[src/rtl/led_pwm_pkg.sv]
// Board-level constants shared by the LED output blocks, plus a helper that
// sizes the PWM prescaler from the on-chip oscillator frequency.
package led_pwm_pkg;

  localparam int LED_COUNT      = 32'sd8;
  localparam int DUTY_WIDTH     = 32'sd8;
  localparam int LED_ACTIVE_LOW = 32'sd1;
  localparam int OSC_HZ         = 32'sd133_000_000;

  // Clocks per PWM tick for a target period rate; never below one clock.
  function automatic int prescale_for(input int pwm_hz, input int width);
    int ticks_per_s;
    int p;
    ticks_per_s = pwm_hz <<< width;
    p = (ticks_per_s > 32'sd0) ? (OSC_HZ / ticks_per_s) : 32'sd1;
    if (p < 32'sd1) p = 32'sd1;
    return p;
  endfunction

endpackage

[src/rtl/pwm_timebase.sv]
// Prescaler plus free-running period counter; shared by LED PWM and any
// future blink/breathe generators that must stay phase-aligned.
module pwm_timebase #(
  parameter int WIDTH    = 8,
  parameter int PRESCALE = 16
) (
  input  logic             clock,
  input  logic             reset,
  output logic [WIDTH-1:0] count,
  output logic             tick,
  output logic             wrap,
  output logic             period_start
);

  localparam int              PW         = (PRESCALE > 1) ? $clog2(PRESCALE) : 1;
  localparam logic [PW-1:0]   PRE_LAST   = PW'(PRESCALE - 1);
  localparam logic [WIDTH-1:0] COUNT_LAST = {WIDTH{1'b1}};

  logic [PW-1:0]    prescaler_r;
  logic [WIDTH-1:0] count_r;
  logic             period_start_r;

  assign tick         = (prescaler_r == PRE_LAST);
  assign wrap         = tick && (count_r == COUNT_LAST);
  assign count        = count_r;
  assign period_start = period_start_r;

  // Prescaler: with PRESCALE=1 it stays at zero and every clock is a tick.
  always_ff @(posedge clock or posedge reset) begin
    if (reset) begin
      prescaler_r <= {PW{1'b0}};
    end else if (tick) begin
      prescaler_r <= {PW{1'b0}};
    end else begin
      prescaler_r <= prescaler_r + PW'(1);
    end
  end

  // Period counter wraps naturally from all-ones to zero on a tick.
  always_ff @(posedge clock or posedge reset) begin
    if (reset) begin
      count_r <= {WIDTH{1'b0}};
    end else if (tick) begin
      count_r <= count_r + WIDTH'(1);
    end else begin
      count_r <= count_r;
    end
  end

  // Marks the first clock of count==0 after a wrap, so never out of reset.
  always_ff @(posedge clock or posedge reset) begin
    if (reset) begin
      period_start_r <= 1'b0;
    end else begin
      period_start_r <= wrap;
    end
  end

endmodule

[src/rtl/led_pwm.sv]
// Multi-channel LED PWM driver: brightness words arrive over valid/ready and
// are swapped in only at a period boundary so no period mixes duty values.
module led_pwm
  import led_pwm_pkg::*;
#(
  parameter int CHANNELS = LED_COUNT,
  parameter int WIDTH    = DUTY_WIDTH,
  parameter int PRESCALE = 16,
  parameter int INVERT   = LED_ACTIVE_LOW
) (
  input  logic                      clock,
  input  logic                      reset,
  input  logic [CHANNELS*WIDTH-1:0] duty,
  input  logic                      load,
  output logic                      ready,
  output logic [CHANNELS-1:0]       leds,
  output logic                      period_start
);

  localparam logic INV_BIT = (INVERT != 0);

  logic [WIDTH-1:0]          count_s;
  logic                      tick_s;
  logic                      wrap_s;
  logic                      accept_s;
  logic                      apply_s;
  logic [CHANNELS-1:0]       on_s;
  logic [CHANNELS*WIDTH-1:0] shadow_r;
  logic [CHANNELS*WIDTH-1:0] active_r;
  logic                      pending_r;
  logic                      ready_r;
  logic [CHANNELS-1:0]       leds_r;

  pwm_timebase #(
    .WIDTH    (WIDTH),
    .PRESCALE (PRESCALE)
  ) u_timebase (
    .clock        (clock),
    .reset        (reset),
    .count        (count_s),
    .tick         (tick_s),
    .wrap         (wrap_s),
    .period_start (period_start)
  );

  // ready is always the complement of pending, so accept and apply never coincide.
  assign accept_s = load && ready_r;
  assign apply_s  = tick_s && wrap_s && pending_r;
  assign ready    = ready_r;
  assign leds     = leds_r;

  // Shadow/active duty registers and the handshake state.
  always_ff @(posedge clock or posedge reset) begin
    if (reset) begin
      shadow_r  <= {(CHANNELS*WIDTH){1'b0}};
      active_r  <= {(CHANNELS*WIDTH){1'b0}};
      pending_r <= 1'b0;
      ready_r   <= 1'b1;
    end else if (accept_s) begin
      shadow_r  <= duty;
      pending_r <= 1'b1;
      ready_r   <= 1'b0;
    end else if (apply_s) begin
      active_r  <= shadow_r;
      pending_r <= 1'b0;
      ready_r   <= 1'b1;
    end else begin
      pending_r <= pending_r;
      ready_r   <= ready_r;
    end
  end

  // Per-channel comparators against the shared counter.
  always_comb begin
    on_s = {CHANNELS{1'b0}};
    for (int i = 0; i < CHANNELS; i++) begin
      on_s[i] = (count_s < active_r[i*WIDTH +: WIDTH]);
    end
  end

  // Registered pin drive with board polarity applied.
  always_ff @(posedge clock or posedge reset) begin
    if (reset) begin
      leds_r <= {CHANNELS{INV_BIT}};
    end else begin
      leds_r <= on_s ^ {CHANNELS{INV_BIT}};
    end
  end

endmodule

[config.mk]
export PLATFORM = sky130hd
export DESIGN_NAME = led_pwm
export DESIGN_NICKNAME = d
export VERILOG_FILES = /design/src/rtl/led_pwm_pkg.sv /design/src/rtl/pwm_timebase.sv /design/src/rtl/led_pwm.sv
export SDC_FILE = /design/constraint.sdc
export NUM_CORES = 1
export LEC_CHECK = 0
export CAP_MARGIN = 20
export CELL_PAD_IN_SITES_DETAIL_PLACEMENT = 0
export CELL_PAD_IN_SITES_GLOBAL_PLACEMENT = 1
export CORE_MARGIN = 2
export CORE_UTILIZATION = 42
export CTS_CLUSTER_SIZE = 20
export DETAILED_ROUTE_END_ITERATION = 10
export PLACE_DENSITY = 0.75
export REMOVE_ABC_BUFFERS = 1
export SYNTH_ARGS = -nofsm -noshare
export SYNTH_HDL_FRONTEND = slang
export SYNTH_SLANG_ARGS = --single-unit
[constraint.sdc]
create_clock -name clock -period 4.4 [get_ports clock]
set_input_delay 0.44 -clock clock [delete_from_list [all_inputs] [get_ports clock]]
set_output_delay 0.44 -clock clock [all_outputs]
set_load 0.03 [all_outputs]
==> results.json <==
{
  "status": "complete, no violations",
  "use_met3": 0.0340,
  "r2r_end": "active_r[22]",
  "powerDensity_nw_per_um2": 347,
  "period_share": 0.653,
  "cts.clk_slew.worst_paths_ns": 0.06,
  "setup_ws_ns": 1.53,
  "antenna_found_initial": 0,
  "p_comb_frac": 0.044,
  "grt_pass1_wl_um": 21600,
  "clock-root-buffer": "clkbuf_16",
  "drtAntennaViolNets": 0,
  "netlist_instances": 506,
  "drive_gt1_frac": 0.294,
  "synthArstFlopShare": 1.00,
  "synthMostInstantiatedCell": "dfrtp_1",
  "via_per_inst": 4.87,
  "ctsResizeCount": 0,
  "hold_buffers": 0,
  "place.gp.congestion": 0.739,
  "synth_top_family_by_area": "multiplexers",
  "dieWidth_um": 134,
  "wirelength_um": 12300,
  "dp_hpwl_um": 8620,
  "reg2reg_depth": 6,
  "p_sw_w": 0.000632,
  "dieArea_sq_um": 18100,
  "crit_type": "reg2reg",
  "dieHeight_um": 134,
  "fp-row-count": 47,
  "rsz0062_at_grt": "false",
  "synth_xor_xnor_area_share": 0.00981,
  "synthTopCellsByArea": "dfrtp_1 50%, mux2_2 13%, mux2_4 10%",
  "worstPathArrival_ns": 3.17,
  "swShare": 0.209,
  "setup_viol": 0,
  "netlist-cell-type-count": 28,
  "netlist.area_leader.share": 0.497,
  "netlist_area_sq_um": 7140,
  "cp-end-kind": "flop",
  "slew_violations": 0,
  "clockBufferDepth": 2,
  "syn_area_per_cell_sq_um": 14.1,
  "hold_path.class": "reg2reg",
  "cellLeakagePower_nw": 4.26,
  "grt_pass1_vias": 4376,
  "synth.area.mux_share": 0.229,
  "drc": 0,
  "clock_skew_ns": 0.00795,
  "grt_use_total": 0.153,
  "min_period_ns": 2.87,
  "clk_latency_ns": 0.42,
  "synth_edf_count": 0,
  "vias": 4008,
  "worstSetupStartpointType": "flop",
  "met2_usage": 0.243,
  "drt-pass1-iter-count": 4,
  "seqPwrFrac": 0.486,
  "area_growth_pct": 21.9,
  "cts_tree": "built",
  "worstPathMaxFanout": 40,
  "synth-simple-area-share": 0.0219,
  "cap_violations": 0,
  "numCtsBuffers": 17,
  "clkPwrFrac": 0.470,
  "worst_slew_pin_slew_ns": 0.820,
  "final_nets": 715,
  "clock.fmax_mhz": 348,
  "reg2reg_from": "u_timebase.count[1]",
  "max-vdd-ir-drop_mv": 0.284,
  "hold_violations": 0,
  "slew-limit-headroom": 0.453,
  "antenna_cells": 0,
  "grt_overflow": 0,
  "core_sq_um": 16600,
  "finalSetupTns_ns": 0,
  "start_util": 0.431,
  "intPower_w": 0.00239,
  "utilization": 0.525,
  "grt.busiest_layer": "met2",
  "clock-sinks": 151,
  "synth_top_cell_by_area": "dfrtp_1",
  "ys_seq_area_frac": 0.531,
  "wl_per_cell_um": 15.0,
  "ys_warn_count": 0,
  "ctsHtreeMaxLevel": 4,
  "synth_seq_cells": 151,
  "port_buffers": 76,
  "crit_required_ns": 4.70,
  "num_io_pins": 77,
  "grt_max_degree": 94,
  "post_cts_buffers": 0,
  "setup.worst_path.end": "active_r[22]",
  "synth-compound-area-share": 0.0604,
  "synth_top_flop_cell": "dfrtp_1",
  "synthTopCellsByCount": "142 x dfrtp_1, 80 x mux2_2, 60 x inv_1, 58 x ha_1, 49 x mux2_4",
  "rrSetupSlack_ns": 1.53,
  "startpoint": "u_timebase.count[1]",
  "synth_fa_ha_area_frac": 0.102,
  "preCtsSetupSlack_ns": 1.48,
  "drtIter0Drc": 119,
  "use_met1": 0.198
}
## kinds of logic (layout without fill, tap and decap cells)
logic type	after synthesis	count (layout)
compound gates	62	62
xor+xnor	8	8
fa+ha+maj	58	58
buf+inv	75	172
flops	151	151
mux	129	129
simple gates	23	23
## worst max-delay path: stages, from the launching register on
cell and delay (ns):
dfrtp_1 0.62, ha_1 0.27, nand3_1 0.15, nor3_4 0.28, nand3_4 0.55, buf_4 0.52, mux2_4 0.35
## per-stage QoR
stage               cells  power, W  cell area [sq um]  hold WS, ns
floorplan             491   0.00155               7040        0.449
global placement      791   0.00163               8120        0.460
detailed placement    791   0.00163               8120        0.478
CTS                   823   0.00307               8710        0.484
global route          823   0.00315               8710        0.511
finish                823   0.00302               8710        0.482
## worst min-delay path by stage
stage	from	end	slack, ns	cells past startpoint
finish	u_timebase.prescaler_r[0]	u_timebase.prescaler_r[0]	0.48	1
floorplan	u_timebase.prescaler_r[0]	u_timebase.prescaler_r[0]	0.45	1
global route	shadow_r[1]	active_r[1]	0.51	1
CTS	u_timebase.prescaler_r[0]	u_timebase.prescaler_r[0]	0.48	1
global placement	u_timebase.prescaler_r[0]	u_timebase.prescaler_r[0]	0.46	1
detailed placement	u_timebase.prescaler_r[0]	u_timebase.prescaler_r[0]	0.48	1
## routing by layer
metal | vias up | part of all wire
li1 | 1946 | -
met1 | 1974 | 0.46
met2 | 65 | 0.48
met3 | 23 | 0.031
met4 | 0 | 0.023
met5 | - | 0
## layout by cell type, fill, tap and decap left out, types with 3 or more instances in the layout
cell type / count
nand4_1: 3
xor2_1: 6
clkdlybuf4s50_1: 76
ha_1: 58
clkinvlp_4: 8
dfrtp_1: 142
clkbuf_16: 17
a41o_1: 8
mux2_2: 80
mux2_4: 49
buf_4: 4
inv_1: 59
o211ai_1: 8
nand3_1: 3
a211oi_1: 8
a21o_1: 16
nand2b_1: 8
a21oi_1: 9
o21ai_0: 12
dfstp_2: 9
## area by class of cell
cell class / instances / area, sq um
Fill cell: 1403 / 7880
Clock inverter: 11 / 125
Multi-Input combinational cell: 280 / 3040
Sequential cell: 151 / 3790
Inverter: 60 / 230
Timing Repair Buffer: 80 / 791
Tap cell: 220 / 275
Clock buffer: 21 / 460
## power groups by stage
| stage | sequential [W] | combinational, W | clock, W |
|---|---|---|---|
| 4_1_cts | 0.00147 | 0.000139 | 0.00146 |
| 2_1_floorplan | 0.00148 | 0.0000656 | 0 |
| 3_3_place_gp | 0.00149 | 0.000134 | 0 |
| 3_5_place_dp | 0.00150 | 0.000138 | 0 |
| 5_1_grt | 0.00148 | 0.000150 | 0.00152 |
| 6_report | 0.00147 | 0.000134 | 0.00142 |
## flip-flops by register name, summed over array words and instances (netlist names)
| register | count |
|---|---|
| leds | 8 |
| pending_r | 1 |
| ready | 1 |
| active_r | 64 |
| u_timebase.prescaler_r | 4 |
| shadow_r | 64 |
| u_timebase.count | 8 |
| u_timebase.period_start | 1 |
Power figures use the tool's default switching activity.
